===== src/rtl/sram_pkg.sv =====
// Shared definitions for the SRAM data-port arbiter.
// Holds the default SRAM address window, the constant returned for
// illegal accesses, the response tag carried through the in-order
// response FIFO, and the address legality check.
package sram_pkg;

  localparam logic [31:0] SRAM_BASE_ADDR_DEF = 32'h8000_0000;
  localparam logic [31:0] SRAM_END_ADDR_DEF  = 32'h8000_3000;
  localparam logic [31:0] DEAD_BEEF          = 32'hDEAD_BEEF;

  typedef enum logic {
    MST_M0 = 1'b0,
    MST_M1 = 1'b1
  } mst_id_t;

  typedef struct packed {
    mst_id_t id;
    logic    err;
  } resp_tag_t;

  // Address is inside [base, end_addr).
  function automatic logic addr_legal(input logic [31:0] addr,
                                      input logic [31:0] base,
                                      input logic [31:0] end_addr);
    return (addr >= base) && (addr < end_addr);
  endfunction

endpackage


===== src/rtl/sram_d_arbiter_if.sv =====
// OBI-style request/response bus.
//   req/addr/we/be/wdata : request channel, driven by the bus master
//   gnt                  : request accepted (combinational from the slave)
//   rvalid/rdata/err     : response channel, driven by the slave
// Modports:
//   master : the side issuing requests (no err; an SRAM never flags errors)
//   slave  : the side accepting requests and returning responses
interface sram_d_arbiter_if;
  logic        req;
  logic        gnt;
  logic [31:0] addr;
  logic        we;
  logic [3:0]  be;
  logic [31:0] wdata;
  logic        rvalid;
  logic [31:0] rdata;
  logic        err;

  modport master (
    output req, addr, we, be, wdata,
    input  gnt, rvalid, rdata
  );

  modport slave (
    input  req, addr, we, be, wdata,
    output gnt, rvalid, rdata, err
  );
endinterface


===== src/rtl/obi_resp_fifo.sv =====
// In-order response-tracking FIFO of resp_tag_t.
// Ports:
//   clk_i, rst_i : clock, asynchronous active-high reset (flushes the FIFO)
//   push_i       : write data_i at the tail
//   pop_i        : drop the head entry
//   data_i       : entry to push
//   full_o       : no free slot
//   empty_o      : no valid entry
//   head_o       : oldest entry, read from registered storage
module obi_resp_fifo
  import sram_pkg::*;
#(
  parameter int unsigned DEPTH = 2
) (
  input  logic      clk_i,
  input  logic      rst_i,
  input  logic      push_i,
  input  logic      pop_i,
  input  resp_tag_t data_i,
  output logic      full_o,
  output logic      empty_o,
  output resp_tag_t head_o
);

  localparam int unsigned AW = $clog2(DEPTH);

  // Pointers carry one wrap bit to tell full from empty.
  logic [AW:0] wr_q, wr_d;
  logic [AW:0] rd_q, rd_d;
  resp_tag_t   mem_q [DEPTH];
  resp_tag_t   mem_d [DEPTH];

  assign empty_o = (wr_q == rd_q);
  assign full_o  = (wr_q[AW] != rd_q[AW]) && (wr_q[AW-1:0] == rd_q[AW-1:0]);
  assign head_o  = mem_q[rd_q[AW-1:0]];

  // Push while full is legal only together with a pop: the slot written is
  // the head slot, whose old content is consumed this cycle from mem_q.
  always_comb begin
    wr_d  = wr_q;
    rd_d  = rd_q;
    mem_d = mem_q;
    if (push_i) begin
      mem_d[wr_q[AW-1:0]] = data_i;
      wr_d                = wr_q + 1'b1;
    end
    if (pop_i) begin
      rd_d = rd_q + 1'b1;
    end
  end

  always_ff @(posedge clk_i or posedge rst_i) begin
    if (rst_i) begin
      wr_q <= '0;
      rd_q <= '0;
      for (int unsigned i = 0; i < DEPTH; i++) begin
        mem_q[i] <= '0;
      end
    end else begin
      wr_q  <= wr_d;
      rd_q  <= rd_d;
      mem_q <= mem_d;
    end
  end

endmodule


===== src/rtl/sram_d_arbiter.sv =====
// Two-master round-robin arbiter for the SRAM data port.
// Ports:
//   clk_i, rst_i : clock, asynchronous active-high reset
//   m0           : core data bus (slave side of the OBI bus)
//   m1           : DMA/debug bus (slave side of the OBI bus)
//   s            : SRAM data port (master side of the OBI bus)
//   illegal_o    : one-cycle pulse after an out-of-window request is accepted
// Out-of-window requests never reach the SRAM; they are granted locally and
// answered with DEAD_BEEF and err=1. A response FIFO keeps the owner of every
// accepted transfer so responses are routed back in order.
module sram_d_arbiter
  import sram_pkg::*;
#(
  parameter logic [31:0] SRAM_BASE_ADDR = SRAM_BASE_ADDR_DEF,
  parameter logic [31:0] SRAM_END_ADDR  = SRAM_END_ADDR_DEF,
  parameter int unsigned RESP_DEPTH     = 2
) (
  input  logic                   clk_i,
  input  logic                   rst_i,
  sram_d_arbiter_if.slave        m0,
  sram_d_arbiter_if.slave        m1,
  sram_d_arbiter_if.master       s,
  output logic                   illegal_o
);

  mst_id_t   rr_q, rr_d;
  logic      illegal_q, illegal_d;

  logic      fifo_full, fifo_empty, fifo_push, fifo_pop;
  resp_tag_t push_tag, head_tag;

  logic      legal0, legal1;
  logic      can_accept, req0, req1;
  logic      win_valid, win_legal, win_gnt;
  mst_id_t   win_id;
  logic [31:0] rsp_data;

  assign legal0 = addr_legal(m0.addr, SRAM_BASE_ADDR, SRAM_END_ADDR);
  assign legal1 = addr_legal(m1.addr, SRAM_BASE_ADDR, SRAM_END_ADDR);

  // Head pops when its response is available: error entries immediately,
  // SRAM entries when the SRAM returns rvalid.
  assign fifo_pop = !fifo_empty && (head_tag.err || s.rvalid);

  always_comb begin
    can_accept = !fifo_full || fifo_pop;
    req0       = m0.req && can_accept && !rst_i;
    req1       = m1.req && can_accept && !rst_i;

    win_valid = 1'b0;
    win_id    = MST_M0;
    if (req0 && req1) begin
      win_valid = 1'b1;
      win_id    = rr_q;
    end else if (req0) begin
      win_valid = 1'b1;
      win_id    = MST_M0;
    end else if (req1) begin
      win_valid = 1'b1;
      win_id    = MST_M1;
    end

    win_legal = (win_id == MST_M1) ? legal1 : legal0;

    s.req   = win_valid && win_legal;
    s.addr  = '0;
    s.we    = 1'b0;
    s.be    = '0;
    s.wdata = '0;
    if (s.req) begin
      if (win_id == MST_M1) begin
        s.addr  = m1.addr;
        s.we    = m1.we;
        s.be    = m1.be;
        s.wdata = m1.wdata;
      end else begin
        s.addr  = m0.addr;
        s.we    = m0.we;
        s.be    = m0.be;
        s.wdata = m0.wdata;
      end
    end

    // Illegal requests are accepted locally without waiting on the SRAM.
    win_gnt = win_valid && (!win_legal || s.gnt);
    m0.gnt  = win_gnt && (win_id == MST_M0);
    m1.gnt  = win_gnt && (win_id == MST_M1);

    fifo_push    = win_gnt;
    push_tag.id  = win_id;
    push_tag.err = !win_legal;

    rr_d      = rr_q;
    if (fifo_push) begin
      rr_d = (win_id == MST_M0) ? MST_M1 : MST_M0;
    end
    illegal_d = fifo_push && !win_legal;
  end

  always_comb begin
    rsp_data  = head_tag.err ? DEAD_BEEF : s.rdata;
    m0.rvalid = fifo_pop && (head_tag.id == MST_M0);
    m1.rvalid = fifo_pop && (head_tag.id == MST_M1);
    m0.rdata  = m0.rvalid ? rsp_data : '0;
    m1.rdata  = m1.rvalid ? rsp_data : '0;
    m0.err    = m0.rvalid && head_tag.err;
    m1.err    = m1.rvalid && head_tag.err;
  end

  obi_resp_fifo #(
    .DEPTH (RESP_DEPTH)
  ) u_resp_fifo (
    .clk_i   (clk_i),
    .rst_i   (rst_i),
    .push_i  (fifo_push),
    .pop_i   (fifo_pop),
    .data_i  (push_tag),
    .full_o  (fifo_full),
    .empty_o (fifo_empty),
    .head_o  (head_tag)
  );

  always_ff @(posedge clk_i or posedge rst_i) begin
    if (rst_i) begin
      rr_q      <= MST_M0;
      illegal_q <= 1'b0;
    end else begin
      rr_q      <= rr_d;
      illegal_q <= illegal_d;
    end
  end

  assign illegal_o = illegal_q;

  // A stray SRAM rvalid with nothing outstanding is dropped; one arriving
  // while the head is a locally answered error indicates a protocol break.
  always_ff @(posedge clk_i) begin
    if (!rst_i) begin
      assert (!(s.rvalid && !fifo_empty && head_tag.err))
        else $error("sram_d_arbiter: SRAM rvalid while head entry is a local error");
      assert (!(fifo_empty && (m0.rvalid || m1.rvalid)))
        else $error("sram_d_arbiter: master rvalid with no outstanding transfer");
    end
  end

endmodule


===== src/flat_wrapper.sv =====
// flat-port wrapper written by rule: the top's interface ports become plain ports
module sram_d_arbiter_flat import sram_pkg::*;
#(
  parameter logic [31:0] SRAM_BASE_ADDR = SRAM_BASE_ADDR_DEF,
  parameter logic [31:0] SRAM_END_ADDR  = SRAM_END_ADDR_DEF,
  parameter int unsigned RESP_DEPTH     = 2
)
  (clk_i, rst_i, illegal_o, m0_req, m0_addr, m0_we, m0_be, m0_wdata, m0_gnt, m0_rvalid, m0_rdata, m0_err, m1_req, m1_addr, m1_we, m1_be, m1_wdata, m1_gnt, m1_rvalid, m1_rdata, m1_err, s_req, s_addr, s_we, s_be, s_wdata, s_gnt, s_rvalid, s_rdata);
  sram_d_arbiter_if m0_i ();
  sram_d_arbiter_if m1_i ();
  sram_d_arbiter_if s_i ();
  input  logic clk_i;
  input  logic rst_i;
  output logic illegal_o;
  input wire logic [$bits(m0_i.req)-1:0] m0_req;
  input wire logic [$bits(m0_i.addr)-1:0] m0_addr;
  input wire logic [$bits(m0_i.we)-1:0] m0_we;
  input wire logic [$bits(m0_i.be)-1:0] m0_be;
  input wire logic [$bits(m0_i.wdata)-1:0] m0_wdata;
  output wire logic [$bits(m0_i.gnt)-1:0] m0_gnt;
  output wire logic [$bits(m0_i.rvalid)-1:0] m0_rvalid;
  output wire logic [$bits(m0_i.rdata)-1:0] m0_rdata;
  output wire logic [$bits(m0_i.err)-1:0] m0_err;
  input wire logic [$bits(m1_i.req)-1:0] m1_req;
  input wire logic [$bits(m1_i.addr)-1:0] m1_addr;
  input wire logic [$bits(m1_i.we)-1:0] m1_we;
  input wire logic [$bits(m1_i.be)-1:0] m1_be;
  input wire logic [$bits(m1_i.wdata)-1:0] m1_wdata;
  output wire logic [$bits(m1_i.gnt)-1:0] m1_gnt;
  output wire logic [$bits(m1_i.rvalid)-1:0] m1_rvalid;
  output wire logic [$bits(m1_i.rdata)-1:0] m1_rdata;
  output wire logic [$bits(m1_i.err)-1:0] m1_err;
  output wire logic [$bits(s_i.req)-1:0] s_req;
  output wire logic [$bits(s_i.addr)-1:0] s_addr;
  output wire logic [$bits(s_i.we)-1:0] s_we;
  output wire logic [$bits(s_i.be)-1:0] s_be;
  output wire logic [$bits(s_i.wdata)-1:0] s_wdata;
  input wire logic [$bits(s_i.gnt)-1:0] s_gnt;
  input wire logic [$bits(s_i.rvalid)-1:0] s_rvalid;
  input wire logic [$bits(s_i.rdata)-1:0] s_rdata;
  assign m0_i.req = m0_req;
  assign m0_i.addr = m0_addr;
  assign m0_i.we = m0_we;
  assign m0_i.be = m0_be;
  assign m0_i.wdata = m0_wdata;
  assign m0_gnt = m0_i.gnt;
  assign m0_rvalid = m0_i.rvalid;
  assign m0_rdata = m0_i.rdata;
  assign m0_err = m0_i.err;
  assign m1_i.req = m1_req;
  assign m1_i.addr = m1_addr;
  assign m1_i.we = m1_we;
  assign m1_i.be = m1_be;
  assign m1_i.wdata = m1_wdata;
  assign m1_gnt = m1_i.gnt;
  assign m1_rvalid = m1_i.rvalid;
  assign m1_rdata = m1_i.rdata;
  assign m1_err = m1_i.err;
  assign s_req = s_i.req;
  assign s_addr = s_i.addr;
  assign s_we = s_i.we;
  assign s_be = s_i.be;
  assign s_wdata = s_i.wdata;
  assign s_i.gnt = s_gnt;
  assign s_i.rvalid = s_rvalid;
  assign s_i.rdata = s_rdata;
  sram_d_arbiter #(.SRAM_BASE_ADDR(SRAM_BASE_ADDR), .SRAM_END_ADDR(SRAM_END_ADDR), .RESP_DEPTH(RESP_DEPTH)) u_core (.clk_i(clk_i), .rst_i(rst_i), .m0(m0_i), .m1(m1_i), .s(s_i), .illegal_o(illegal_o));
endmodule

===== config.mk =====
export PLATFORM = sky130hd
export DESIGN_NAME = sram_d_arbiter_flat
export DESIGN_NICKNAME = d
export VERILOG_FILES = /design/src/rtl/sram_pkg.sv /design/src/rtl/sram_d_arbiter_if.sv /design/src/rtl/obi_resp_fifo.sv /design/src/rtl/sram_d_arbiter.sv /design/src/flat_wrapper.sv
export SDC_FILE = /design/constraint.sdc
export NUM_CORES = 1
export LEC_CHECK = 0
export ABC_AREA = 1
export CAP_MARGIN = 20
export CORE_AREA = 3 3 121 123
export DETAILED_ROUTE_END_ITERATION = 12
export DIE_AREA = 0 0 124 126
export GPL_ROUTABILITY_DRIVEN = 0
export PLACE_DENSITY = 0.61
export SYNTH_ARGS = -nofsm -noshare
export SYNTH_HDL_FRONTEND = slang
export SYNTH_SLANG_ARGS = --single-unit

===== constraint.sdc =====
create_clock -name clk_i -period 3.9 [get_ports clk_i]
set_input_delay 0.78 -clock clk_i [delete_from_list [all_inputs] [get_ports clk_i]]
set_output_delay 0.78 -clock clk_i [all_outputs]
set_load 0.05 [all_outputs]

**Word-level counts from Yosys, hierarchy flattened**

Cells that the tools add are included.
W data, S select, Z words.

- Input bits: 176
- Flip-flop bits (word level): 10
- Word-level logic and storage cells: 74

- Multiplexer cells: 24
- Add/subtract/negate cells: 2
- Reduce and logical (&&, ||, !) cells: 26
- Bitwise logic cells: 4
- Eq/ne operators: 3
- $lt $le $gt $ge: 7

Operators by type and width:

| operator | count |
|---|---|
| $mux W32 | 7 |
| $ge A32 B32 Y1 const B | 2 |
| $lt A32 B32 Y1 const B | 2 |
| $logic_and A1 B1 Y1 | 19 |
| $mux W1 | 9 |
| $mux W2 | 4 |
| $mux W4 | 2 |
| $add A2 B1 Y2 const B | 2 |
| $bwmux W4 | 1 |
| $ge A2 B2 Y1 const B | 2 |
| $logic_not A1 Y1 | 4 |
| $not A1 Y2 | 2 |
| $logic_or A1 B1 Y1 | 3 |
| $demux W2 S1 | 1 |
| $eq A2 B2 Y1 | 1 |
| $lt A2 B1 Y1 const B | 1 |
| $not A1 Y1 | 2 |
| $eq A1 B1 Y1 | 1 |
| $ne A1 B1 Y1 | 1 |

**Depth between registers and ports, before layout**

Gate-level depths: netlist (run 1).

- Word-level depth: 17
- Gate-level depth with buffers: 14

**Modules after synthesis**

Synthesis (run 1) repeated with hierarchy kept, for this count alone.

- Cells, all modules: 538
- Area, all modules: 2941.6 um2

By module, submodules not included:

| module | cells an instance | area an instance (um2) | times used |
|---|---|---|---|
| sram_d_arbiter | 491 | 2570.0 | 1 |
| obi_resp_fifo | 47 | 371.6 | 1 |

**Worst setup path after synthesis (run 1)**

OpenSTA, ideal clock, no wires.

- Path kind: input-to-output
- From: input s_rvalid
- To: output m1_rdata[17]
- Arrival time: 3.127 ns
- Stages on the path: 6
- Data required time: 3.120 ns
- Setup slack: -0.007 ns
- Buffers on the path: 1
- Cell sequence: nand3b_4 -> nand2_1 -> nor2_1 -> inv_2 -> clkbuf_1 -> nor3_1

- Cells in the longest elaborated chain, start to end: 4

Ends and longest elaborated chain:

| what | line | source |
|---|---|---|
| start, declared | flat_wrapper.sv:39 | `input wire logic [$bits(s_i.rvalid)-1:0] s_rvalid;` |
| $logic_or A1 B1 Y1 | sram_d_arbiter.sv:43 | `assign fifo_pop = !fifo_empty && (head_tag.err \|\| s.rvalid);` |
| $logic_and A1 B1 Y1 | sram_d_arbiter.sv:43 |  |
| $logic_and A1 B1 Y1 | sram_d_arbiter.sv:103 | `m1.rvalid = fifo_pop && (head_tag.id == MST_M1);` |
| net m1_rvalid | flat_wrapper.sv:30 | `output wire logic [$bits(m1_i.rvalid)-1:0] m1_rvalid;` |
| $mux W32 | sram_d_arbiter.sv:105 | `m1.rdata = m1.rvalid ? rsp_data : '0;` |
| end, declared | flat_wrapper.sv:31 | `output wire logic [$bits(m1_i.rdata)-1:0] m1_rdata;` |

The timed path passes the listed nets, and every way through them passes these cells.

**Worst setup path after layout (run 1)**

- From: input m1_addr[25]
- To: output s_wdata[19]

- Cells in the longest elaborated chain, start to end: 5

Ends and longest elaborated chain:

| what | line | source |
|---|---|---|
| start, declared | flat_wrapper.sv:25 | `input wire logic [$bits(m1_i.addr)-1:0] m1_addr;` |
| $ge A32 B32 Y1 or $lt A32 B32 Y1 (tied branches) | sram_pkg.sv:25 | `return (addr >= base) && (addr < end_addr);` |
| $logic_and A1 B1 Y1 (*) | sram_pkg.sv:25 |  |
| $mux W1 (*) | sram_d_arbiter.sv:63 | `win_legal = (win_id == MST_M1) ? legal1 : legal0;` |
| $logic_and A1 B1 Y1 (*) | sram_d_arbiter.sv:65 | `s.req = win_valid && win_legal;` |
| $mux W32 (*) | sram_d_arbiter.sv:70 | `if (s.req) begin` |
| end, declared | flat_wrapper.sv:37 | `output wire logic [$bits(s_i.wdata)-1:0] s_wdata;` |

Mark *: on every way between the ends. The rest lies on a longest branch, timed or not.

==> results of run 1 <==
[layout make-up]
cell class | count | area, sq um
fillers | 1380 | 7270
repair buffers | 307 | 4040
multi-input cells | 337 | 1710
flip-flops and latches | 10 | 250
well taps | 180 | 225
inverters | 51 | 191
clock buffers | 4 | 88.8
[metrics by stage]
| step | setup slack (ps) | util |
|---|---|---|
| after floorplan | -7.41 | - |
| after global placement | 406 | 0.465 |
| after detailed placement | 394 | 0.465 |
| after CTS | 387 | 0.472 |
| after global routing | 217 | 0.472 |
| final | 425 | 0.472 |
[layer usage]
| layer | GRT usage | routed length (microns) |
|---|---|---|
| met3 | 0.0445 | 1440 |
| met1 | 0.155 | 4340 |
| met2 | 0.290 | 6640 |
| met4 | 0.0496 | 365 |
| met5 | 0 | 0 |
[sequential cells by signal, summed over array words and instances (netlist names)]
register / cells
u_core.rr_q: 1
u_core.u_resp_fifo.mem_q: 4
u_core.u_resp_fifo.rd_q: 2
u_core.u_resp_fifo.wr_q: 2
u_core.illegal_o: 1
[worst reg2reg max path, cell delays in order, from the launching register on]
cell	delay [ps]
sky130_fd_sc_hd__dfrtp_1	430
sky130_fd_sc_hd__nand2_1	190
sky130_fd_sc_hd__nand2_4	170
sky130_fd_sc_hd__nor2_1	140
sky130_fd_sc_hd__nand2_1	90
sky130_fd_sc_hd__nand2_2	80
sky130_fd_sc_hd__buf_4	450
sky130_fd_sc_hd__nand2_1	220
sky130_fd_sc_hd__nand2_1	100
[kinds of logic after synthesis]
logic type      synth area share
simple gates               0.393
compound gates             0.294
buf+inv                    0.198
flops                      0.106
xor+xnor                 0.00741
other cells              0.00159
[power by group through the flow]
| stage | logic, mW | clock network (mW) | registers [mW] |
|---|---|---|---|
| floorplan | 2.49 | 0 | 0.189 |
| global placement | 4.45 | 0 | 0.203 |
| detailed placement | 4.47 | 0 | 0.204 |
| CTS | 4.48 | 0.207 | 0.203 |
| global route | 4.65 | 0.209 | 0.213 |
| finish | 4.44 | 0.202 | 0.203 |
[placed cells by master (no fill, tap or decap), drive strengths merged]
| master | count |
|---|---|
| a21oi | 100 |
| nand2 | 154 |
| clkdlybuf4s50 | 178 |
| buf | 129 |
| nand3 | 3 |
| inv | 51 |
| dfrtp | 10 |
| or2 | 1 |
| xnor2 | 1 |
| nor2 | 33 |
| conb | 17 |
| nand4 | 4 |
| and2 | 2 |
| nor3 | 17 |
| xor2 | 1 |
| clkbuf | 4 |
| nand3b | 1 |
| o21ai | 3 |
[worst paths after layout]
check                      slack, ps                          end  depth (start not counted)
min in group asynchronous        880  u_core.u_resp_fifo.mem_q[3]                          3
setup reg to reg                1990                  u_core.rr_q                          8
hold / removal                   460  u_core.u_resp_fifo.mem_q[1]                          2
hold reg to reg                  460  u_core.u_resp_fifo.mem_q[1]                          2
max in group asynchronous       2870             u_core.illegal_o                          3
setup / recovery                 430                  s_wdata[19]                         12
==> impl_metrics.py, run 1 <==
metrics = {
    "sta": {
        "timing_worst_slew_pin_value_ps": 581,
        "finalHoldViolCount": 0,
        "final_setup_violation_count": 0,
        "fin_crit_sh": 0.891,
        "maxSlewViolCount": 0,
        "final.setup.tns_ps": 0,
        "worst_slew_margin_rel": 0.612,
        "fin_hold_ws_ps": 457,
        "max_clock_freq_mhz": 288,
        "rsz0062_at_grt": "false",
        "finClkSkew_ps": 6.70,
        "layout_min_cycle_time_ps": 3470,
    },
    "global_routing": {
        "grt_remaining_overflow": 0,
        "globalRouteTotalUtil": 0.152,
        "grt_pass1_wl_microns": 18700,
        "grt_pass1_vias": 3532,
        "grt_max_degree": 55,
        "number_of_antenna_violations_at_the_first_check_in_global_routing": 0,
    },
    "die": {
        "floorplan_core_area_sq_um": 13800,
        "die-height_microns": 126,
        "row_count": 43,
        "die_w_microns": 124,
        "floorplan.initialDensity": 0.172,
        "dieArea_sq_um": 15600,
        "floorplan.io_pins": 317,
    },
    "critical_path": {
        "timing_worst_setup_path_type": "primary input to primary output",
        "critPathMaxStageDelay_ps": 410,
        "path_max_fanout": 25,
        "setup_crit_end_kind": "primary output",
        "cp-start-kind": "primary input",
        "timing.critical_path.from": "m1_addr[25]",
        "timing.critical_path.mode_cell": "sky130_fd_sc_hd__nor2_1",
        "worst_ep_required_time_ps": 3120,
        "worst_path_max_delay_cell": "sky130_fd_sc_hd__clkdlybuf4s50_1",
        "worstPathArrival_ps": 2690,
        "critical_path.top_delay_family": "simple AND/OR/NAND/NOR gates",
        "critPathBufInv": 3,
        "crit_chain": "clkdlybuf4s50_1, nor2_1, nand2_1, nor2_1, nand2_1, nor2_1, nand2_2, nand2_2, nand2_4, buf_4, a21oi_2, buf_12",
        "r2r-start": "u_core.u_resp_fifo.rd_q[0]",
    },
    "final_layout": {
        "insertedDiodeCount": 0,
        "layoutNonFillerInstCount": 889,
        "finalInstanceArea_sq_um": 6500,
        "final_nets": 886,
        "layout-drive-gt1-share": 0.289,
        "layout-area-overhead-vs-synth_pct": 175,
    },
    "synthesis": {
        "commonest_cells_post_synth": "sky130_fd_sc_hd__nand2_1 (144), sky130_fd_sc_hd__a21oi_1 (52), sky130_fd_sc_hd__a21oi_2 (48)",
        "synth_top_cells_by_area": "sky130_fd_sc_hd__nand2_1 (23%), sky130_fd_sc_hd__a21oi_2 (18%), sky130_fd_sc_hd__a21oi_1 (11%)",
        "cell_area_after_synthesis_sq_um": 2360,
        "synth_ff_type": "sky130_fd_sc_hd__dfrtp_1",
        "synth.most_common_cell": "sky130_fd_sc_hd__nand2_1",
        "synth_area_per_cell_sq_um": 5.54,
        "postSynthCellCount": 427,
        "synth_top_cell_by_area": "sky130_fd_sc_hd__nand2_1",
        "netlist-cell-type-count": 27,
        "ys_warn_count": 0,
        "synthDominantCellAreaShare": 0.229,
        "synth.ff_latch_count": 10,
        "ys_seq_area_frac": 0.106,
        "synth_enable_flop_cells": 0,
        "synth_async_sr_flop_share": 1.00,
    },
    "clocking": {
        "cts_hold_buffers": 0,
        "clock_sinks": 10,
        "tritoncts.num_buffers": 3,
        "insertion_delay_ps": 240,
        "cts_setup_buffers": 0,
        "clockBufferDepth": 2,
        "cts-htree-levels": 1,
        "cts_tree": "built",
        "cts.root.buffer_cell": "sky130_fd_sc_hd__clkbuf_16",
        "cts_repair_resize_count": 0,
        "clk_transition_reported_paths_ps": 40,
    },
    "power_and_ir_drop": {
        "power.share.clock": 0.042,
        "power.share.combinational": 0.916,
        "power_density_nw_per_um2": 745,
        "swShare": 0.580,
        "cell_internal_pwr_mw": 2.04,
        "static-leakage-power_nw": 2.82,
        "power.share.sequential": 0.042,
        "peakVddDrop_mv": 0.517,
        "net-switching-power_mw": 2.81,
        "finalPower_mw": 4.84,
    },
    "flow_run": {
        "cap_viol_max_count": 0,
    },
    "min_path": {
        "hold_class": "flip-flop to flip-flop",
        "hp-start": "u_core.u_resp_fifo.mem_q[1]",
    },
    "drt": {
        "viasPerCell": 4.10,
        "first_pass_iters": 5,
        "detail-route-antenna-nets": 0,
        "detail_route.wirelength_microns": 12800,
        "detailroute.via_count": 3648,
        "drt_iter0_markers": 61,
        "drc": 0,
        "post_drt_wl_per_cell_microns": 14.4,
    },
    "placement": {
        "dpl.cell_count": 885,
        "place.port_buffers": 299,
        "dp_hpwl_microns": 11200,
        "placed_cell_area_sq_um": 6410,
    },
    "outcome": {
        "result_of_the_run": "completed",
    },
}
Note: power is estimated with default switching activity, not from simulation.
==> run 2, diff against run 1 <==
--- a/config.mk
+++ b/config.mk
@@ -11,7 +11,7 @@
 export DETAILED_ROUTE_END_ITERATION = 12
 export DIE_AREA = 0 0 124 126
 export GPL_ROUTABILITY_DRIVEN = 0
-export PLACE_DENSITY = 0.61
+export PLACE_DENSITY = 0.56
 export SYNTH_ARGS = -nofsm -noshare
 export SYNTH_HDL_FRONTEND = slang
 export SYNTH_SLANG_ARGS = --single-unit
==> run 2 against run 1 <==
Combinational power decreased by 18%. Clock power rose by 2%. Clock skew is 5.0 ps lower. Setup slack worse by 74 ps. Die area stayed put. Final area decreased by 7.8%. Non-clock buffer count rose by 1. Largest power group unchanged.
==> impl_metrics.py, run 2 (synthesis results as in run 1) <==
metrics = {
    "outcome": {
        "result_of_the_run": "completed",
    },
    "sta": {
        "rsz0062_at_grt": "false",
        "max_clock_freq_mhz": 282,
        "maxSlewViolCount": 0,
        "timing_worst_slew_pin_value_ps": 552,
        "fin_crit_sh": 0.910,
        "finalHoldViolCount": 0,
        "fin_hold_ws_ps": 467,
        "final_setup_violation_count": 0,
        "layout_min_cycle_time_ps": 3550,
        "finClkSkew_ps": 1.75,
        "final.setup.tns_ps": 0,
        "worst_slew_margin_rel": 0.631,
    },
    "clocking": {
        "cts_repair_resize_count": 0,
        "tritoncts.num_buffers": 3,
        "insertion_delay_ps": 240,
        "clockBufferDepth": 2,
        "cts_setup_buffers": 0,
        "cts.root.buffer_cell": "sky130_fd_sc_hd__clkbuf_16",
        "clock_sinks": 10,
        "cts-htree-levels": 1,
        "cts_tree": "built",
        "cts_hold_buffers": 0,
        "clk_transition_reported_paths_ps": 40,
    },
    "final_layout": {
        "layout-area-overhead-vs-synth_pct": 154,
        "final_nets": 887,
        "finalInstanceArea_sq_um": 5990,
        "largest_register_ffs": 4,
        "layout_commonest_cell": "sky130_fd_sc_hd__clkdlybuf4s50_1",
        "biggestRegsByFlops": "u_core.u_resp_fifo.mem_q (4), u_core.u_resp_fifo.rd_q (2), u_core.u_resp_fifo.wr_q (2)",
        "layout-drive-gt1-share": 0.290,
        "largest_register": "u_core.u_resp_fifo.mem_q",
        "commonest_non_fill_non_tap_cells_in_the_layout": "sky130_fd_sc_hd__clkdlybuf4s50_1 (178), sky130_fd_sc_hd__nand2_1 (144), sky130_fd_sc_hd__buf_4 (68)",
        "insertedDiodeCount": 0,
    },
    "die": {
        "floorplan_core_area_sq_um": 13800,
        "die_w_microns": 124,
        "die-height_microns": 126,
        "floorplan.initialDensity": 0.172,
        "floorplan.io_pins": 317,
        "row_count": 43,
        "dieArea_sq_um": 15600,
    },
    "drt": {
        "drc": 0,
        "first_pass_iters": 4,
        "post_drt_wl_per_cell_microns": 15.0,
        "drt_iter0_markers": 62,
        "detail-route-antenna-nets": 0,
        "detailroute.via_count": 3677,
        "viasPerCell": 4.13,
        "detail_route.wirelength_microns": 13300,
    },
    "global_routing": {
        "globalRouteTotalUtil": 0.154,
        "grt_max_degree": 38,
        "number_of_antenna_violations_at_the_first_check_in_global_routing": 0,
        "grt_remaining_overflow": 0,
        "grt_pass1_wl_microns": 18800,
        "grt_pass1_vias": 3591,
    },
    "critical_path": {
        "worstPathArrival_ps": 2770,
        "cp-start-kind": "primary input",
        "setup_crit_end_kind": "primary output",
        "path_max_fanout": 20,
        "worst_ep_required_time_ps": 3120,
        "timing_worst_setup_path_type": "primary input to primary output",
    },
    "power_and_ir_drop": {
        "cell_internal_pwr_mw": 1.38,
        "static-leakage-power_nw": 2.68,
        "power.share.clock": 0.051,
        "swShare": 0.659,
        "power_density_nw_per_um2": 676,
        "power.share.sequential": 0.050,
        "net-switching-power_mw": 2.67,
        "finalPower_mw": 4.05,
        "peakVddDrop_mv": 0.334,
        "power.share.combinational": 0.899,
    },
    "flow_run": {
        "cap_viol_max_count": 0,
    },
    "min_path": {
        "hold_class": "flip-flop to flip-flop",
    },
    "placement": {
        "dp_hpwl_microns": 11700,
        "placed_cell_area_sq_um": 5910,
        "place.port_buffers": 299,
    },
}
[run 2: cell types whose count changed in the layout (fill, tap and decap cells not counted)]
| cell | change |
|---|---|
| sky130_fd_sc_hd__buf_4 | +42 |
| sky130_fd_sc_hd__buf_12 | -41 |
[run 2: layout make-up]
class / count / area [sq um]
Clock buffer: 4 / 88.8
Fill cell: 1369 / 7780
Inverter: 51 / 191
Multi-Input combinational cell: 337 / 1710
Sequential cell: 10 / 250
Tap cell: 180 / 225
Timing Repair Buffer: 308 / 3530
[run 2: path summary, 6_finish.rpt]
| path | from | cells after the start | slack (ps) | endpoint |
|---|---|---|---|---|
| setup / recovery | rst_i | 8 | 350 | s_addr[10] |
| setup reg to reg | u_core.u_resp_fifo.rd_q[0] | 12 | 2020 | u_core.rr_q |
| hold / removal | u_core.u_resp_fifo.mem_q[1] | 2 | 470 | u_core.u_resp_fifo.mem_q[1] |
| hold reg to reg | u_core.u_resp_fifo.mem_q[1] | 2 | 470 | u_core.u_resp_fifo.mem_q[1] |
| max in group asynchronous | rst_i | 3 | 2800 | u_core.illegal_o |
| min in group asynchronous | rst_i | 2 | 750 | u_core.u_resp_fifo.mem_q[3] |
[run 2: layer usage]
metal	GRT usage	vias up	routed length [microns]
li1	-	1868	-
met1	0.132	1577	4130
met2	0.312	215	7050
met3	0.0575	17	1740
met4	0.0554	0	408
met5	0	-	0
[run 2: per-stage QoR]
step / util / std cells / setup slack, ps
2_1_floorplan: - / 443 / -7.41
3_3_place_gp: 0.429 / 886 / 384
5_1_grt: 0.435 / 890 / 181
6_report: 0.435 / 890 / 351
3_5_place_dp: 0.429 / 886 / 306
4_1_cts: 0.435 / 890 / 300
[run 2: worst max-delay path: stages]
cell                              delay (ps)
sky130_fd_sc_hd__clkdlybuf4s50_1         400
sky130_fd_sc_hd__inv_1                   180
sky130_fd_sc_hd__o21ai_0                 200
sky130_fd_sc_hd__nor2_2                  330
sky130_fd_sc_hd__nand2_4                 270
sky130_fd_sc_hd__buf_4                   270
sky130_fd_sc_hd__a21oi_2                 170
sky130_fd_sc_hd__buf_12                  160
[run 2: power by group through the flow]
stage                     registers [mW]  logic, mW  clock network (mW)
after floorplan                    0.189       2.49                   0
after global placement             0.203       3.64                   0
after detailed placement           0.207       3.66                   0
after CTS                          0.206       3.66               0.208
after global routing               0.213       3.84               0.215
final                              0.204       3.64               0.206
==> run 3, diff against run 2 <==
--- a/config.mk
+++ b/config.mk
@@ -7,11 +7,13 @@
 export LEC_CHECK = 0
 export ABC_AREA = 1
 export CAP_MARGIN = 20
-export CORE_AREA = 3 3 121 123
+export CELL_PAD_IN_SITES_DETAIL_PLACEMENT = 1
+export CELL_PAD_IN_SITES_GLOBAL_PLACEMENT = 2
+export CORE_AREA = 2 2 157 159
 export DETAILED_ROUTE_END_ITERATION = 12
-export DIE_AREA = 0 0 124 126
+export DIE_AREA = 0 0 159 161
 export GPL_ROUTABILITY_DRIVEN = 0
-export PLACE_DENSITY = 0.56
+export PLACE_DENSITY = 0.8
 export SYNTH_ARGS = -nofsm -noshare
 export SYNTH_HDL_FRONTEND = slang
 export SYNTH_SLANG_ARGS = --single-unit
==> constraint.sdc (replaced) <==
create_clock -name clk_i -period 3.4 [get_ports clk_i]
set_input_delay 0.68 -clock clk_i [delete_from_list [all_inputs] [get_ports clk_i]]
set_output_delay 0.68 -clock clk_i [all_outputs]
set_load 0.05 [all_outputs]
==> run 3 against run 2 <==
Setup slack worse by 120 ps. Critical path depth stayed put. Core utilization is 14 points lower. First-iteration DRC count is 90% higher. Sequential power is 15% higher. Wire length is 2.3% higher. Largest cell class unchanged. Power is 52% higher.
==> impl_metrics.py, run 3 (synthesis results as in run 1) <==
metrics = {
    "outcome": {
        "result_of_the_run": "completed",
    },
    "sta": {
        "fin_crit_sh": 0.932,
        "worst_slew_margin_rel": 0.563,
        "maxSlewViolCount": 0,
        "timing_worst_slew_pin_value_ps": 655,
        "final_setup_violation_count": 0,
        "fin_ws_ps": 231,
        "max_clock_freq_mhz": 316,
        "rsz0062_at_grt": "false",
        "layout_min_cycle_time_ps": 3170,
        "finClkSkew_ps": 2.17,
        "finalHoldViolCount": 0,
        "fin_hold_ws_ps": 470,
    },
    "final_layout": {
        "largest_register": "u_core.u_resp_fifo.mem_q",
        "layout-area-overhead-vs-synth_pct": 200,
        "layout-drive-gt1-share": 0.338,
        "finalInstanceArea_sq_um": 7100,
        "insertedDiodeCount": 0,
        "final_nets": 893,
        "largest_register_ffs": 4,
        "layout_commonest_cell": "sky130_fd_sc_hd__clkdlybuf4s50_1",
        "final_core_util": 0.296,
        "biggestRegsByFlops": "u_core.u_resp_fifo.mem_q (4), u_core.u_resp_fifo.rd_q (2), u_core.u_resp_fifo.wr_q (2)",
        "commonest_non_fill_non_tap_cells_in_the_layout": "sky130_fd_sc_hd__clkdlybuf4s50_1 (176), sky130_fd_sc_hd__nand2_1 (144), sky130_fd_sc_hd__buf_12 (124)",
    },
    "critical_path": {
        "worst_ep_required_time_ps": 2720,
        "worst_path_max_delay_cell": "sky130_fd_sc_hd__clkdlybuf4s50_1",
        "path_max_fanout": 24,
        "cp-start-kind": "primary input",
        "setup_crit_end_kind": "primary output",
        "worst_r2r_path_cells": 13,
        "timing_worst_setup_path_type": "primary input to primary output",
        "worstPathArrival_ps": 2490,
        "critPathMaxStageDelay_ps": 440,
        "crit_chain": "clkdlybuf4s50_1, nand3b_4, nand2_1, nor2_1, inv_2, buf_4, a21oi_2, buf_12",
    },
    "die": {
        "floorplan.io_pins": 317,
        "dieArea_sq_um": 25600,
        "row_count": 57,
        "floorplan.initialDensity": 0.0986,
        "floorplan_core_area_sq_um": 24000,
        "die-height_microns": 161,
        "die_w_microns": 159,
    },
    "drt": {
        "drt_iter0_markers": 118,
        "post_drt_wl_per_cell_microns": 13.1,
        "detailroute.via_count": 3783,
        "drc": 0,
        "first_pass_iters": 4,
        "detail-route-antenna-nets": 0,
        "viasPerCell": 3.64,
        "detail_route.wirelength_microns": 13600,
    },
    "placement": {
        "pre_cts_ws_ps": 186,
        "place.port_buffers": 299,
        "placed_cell_area_sq_um": 7010,
        "dp_hpwl_microns": 12000,
    },
    "global_routing": {
        "grt_pass1_vias": 4066,
        "grt_remaining_overflow": 0,
        "number_of_antenna_violations_at_the_first_check_in_global_routing": 0,
        "grt_max_degree": 53,
        "grt_pass1_wl_microns": 21500,
        "globalRouteTotalUtil": 0.102,
    },
    "clocking": {
        "clock_sinks": 10,
        "cts_tree": "built",
        "tritoncts.num_buffers": 3,
        "clk_transition_reported_paths_ps": 40,
        "cts.root.buffer_cell": "sky130_fd_sc_hd__clkbuf_16",
        "cts-htree-levels": 1,
        "cts_hold_buffers": 0,
        "cts_setup_buffers": 0,
        "cts_repair_resize_count": 0,
        "insertion_delay_ps": 230,
        "clockBufferDepth": 2,
    },
    "min_path": {
        "holdPathStages": 2,
        "hold_class": "flip-flop to flip-flop",
    },
    "flow_run": {
        "cap_viol_max_count": 0,
    },
    "power_and_ir_drop": {
        "finalPower_mw": 6.16,
        "peakVddDrop_mv": 0.598,
        "static-leakage-power_nw": 2.93,
        "power_density_nw_per_um2": 867,
    },
}
run 3: worst paths after layout:
| check | from | to | slack (ps) |
|---|---|---|---|
| worst min-delay path | u_core.u_resp_fifo.mem_q[1] | u_core.u_resp_fifo.mem_q[1] | 470 |
| worst min register to register | u_core.u_resp_fifo.mem_q[1] | u_core.u_resp_fifo.mem_q[1] | 470 |
| worst max-delay path | s_rvalid | m1_rdata[11] | 230 |
| max in group asynchronous | rst_i | u_core.u_resp_fifo.mem_q[0] | 2450 |
| worst max register to register | u_core.u_resp_fifo.wr_q[0] | u_core.rr_q | 1660 |
| min in group asynchronous | rst_i | u_core.rr_q | 620 |
run 3: final cells by class:
class	instances	area (sq um)
well taps	324	405
repair buffers	314	4350
clock buffers	4	88.8
inverters	51	191
flip-flops and latches	10	250
fillers	2850	16900
multi-input cells	337	1820
run 3: power by group:
group          switching [mW]  total (mW)  internal (mW)
clock                  0.0532       0.230          0.177
combinational            3.32        5.69           2.37
sequential             0.0615       0.235          0.174
run 3: stage by stage:
stage,setup TNS [ps],cells
4_1_cts,0,1040
6_report,0,1040
5_1_grt,0,1040
3_3_place_gp,0,1036
3_5_place_dp,0,1036
2_1_floorplan,-3150,443
run 3: routing by layer:
layer | wire [microns] | global-route usage
met1 | 5370 | 0.115
met2 | 6630 | 0.189
met3 | 1550 | 0.0388
met4 | 74 | 0.0145
met5 | 0 | 0
run 3: worst max-delay path, delay by kind of cell:
kind	cells	cell delay (ps)
AO/OA/AOI/OAI	1	70
buffers and inverters	4	1300
AND/OR/NAND/NOR	3	410
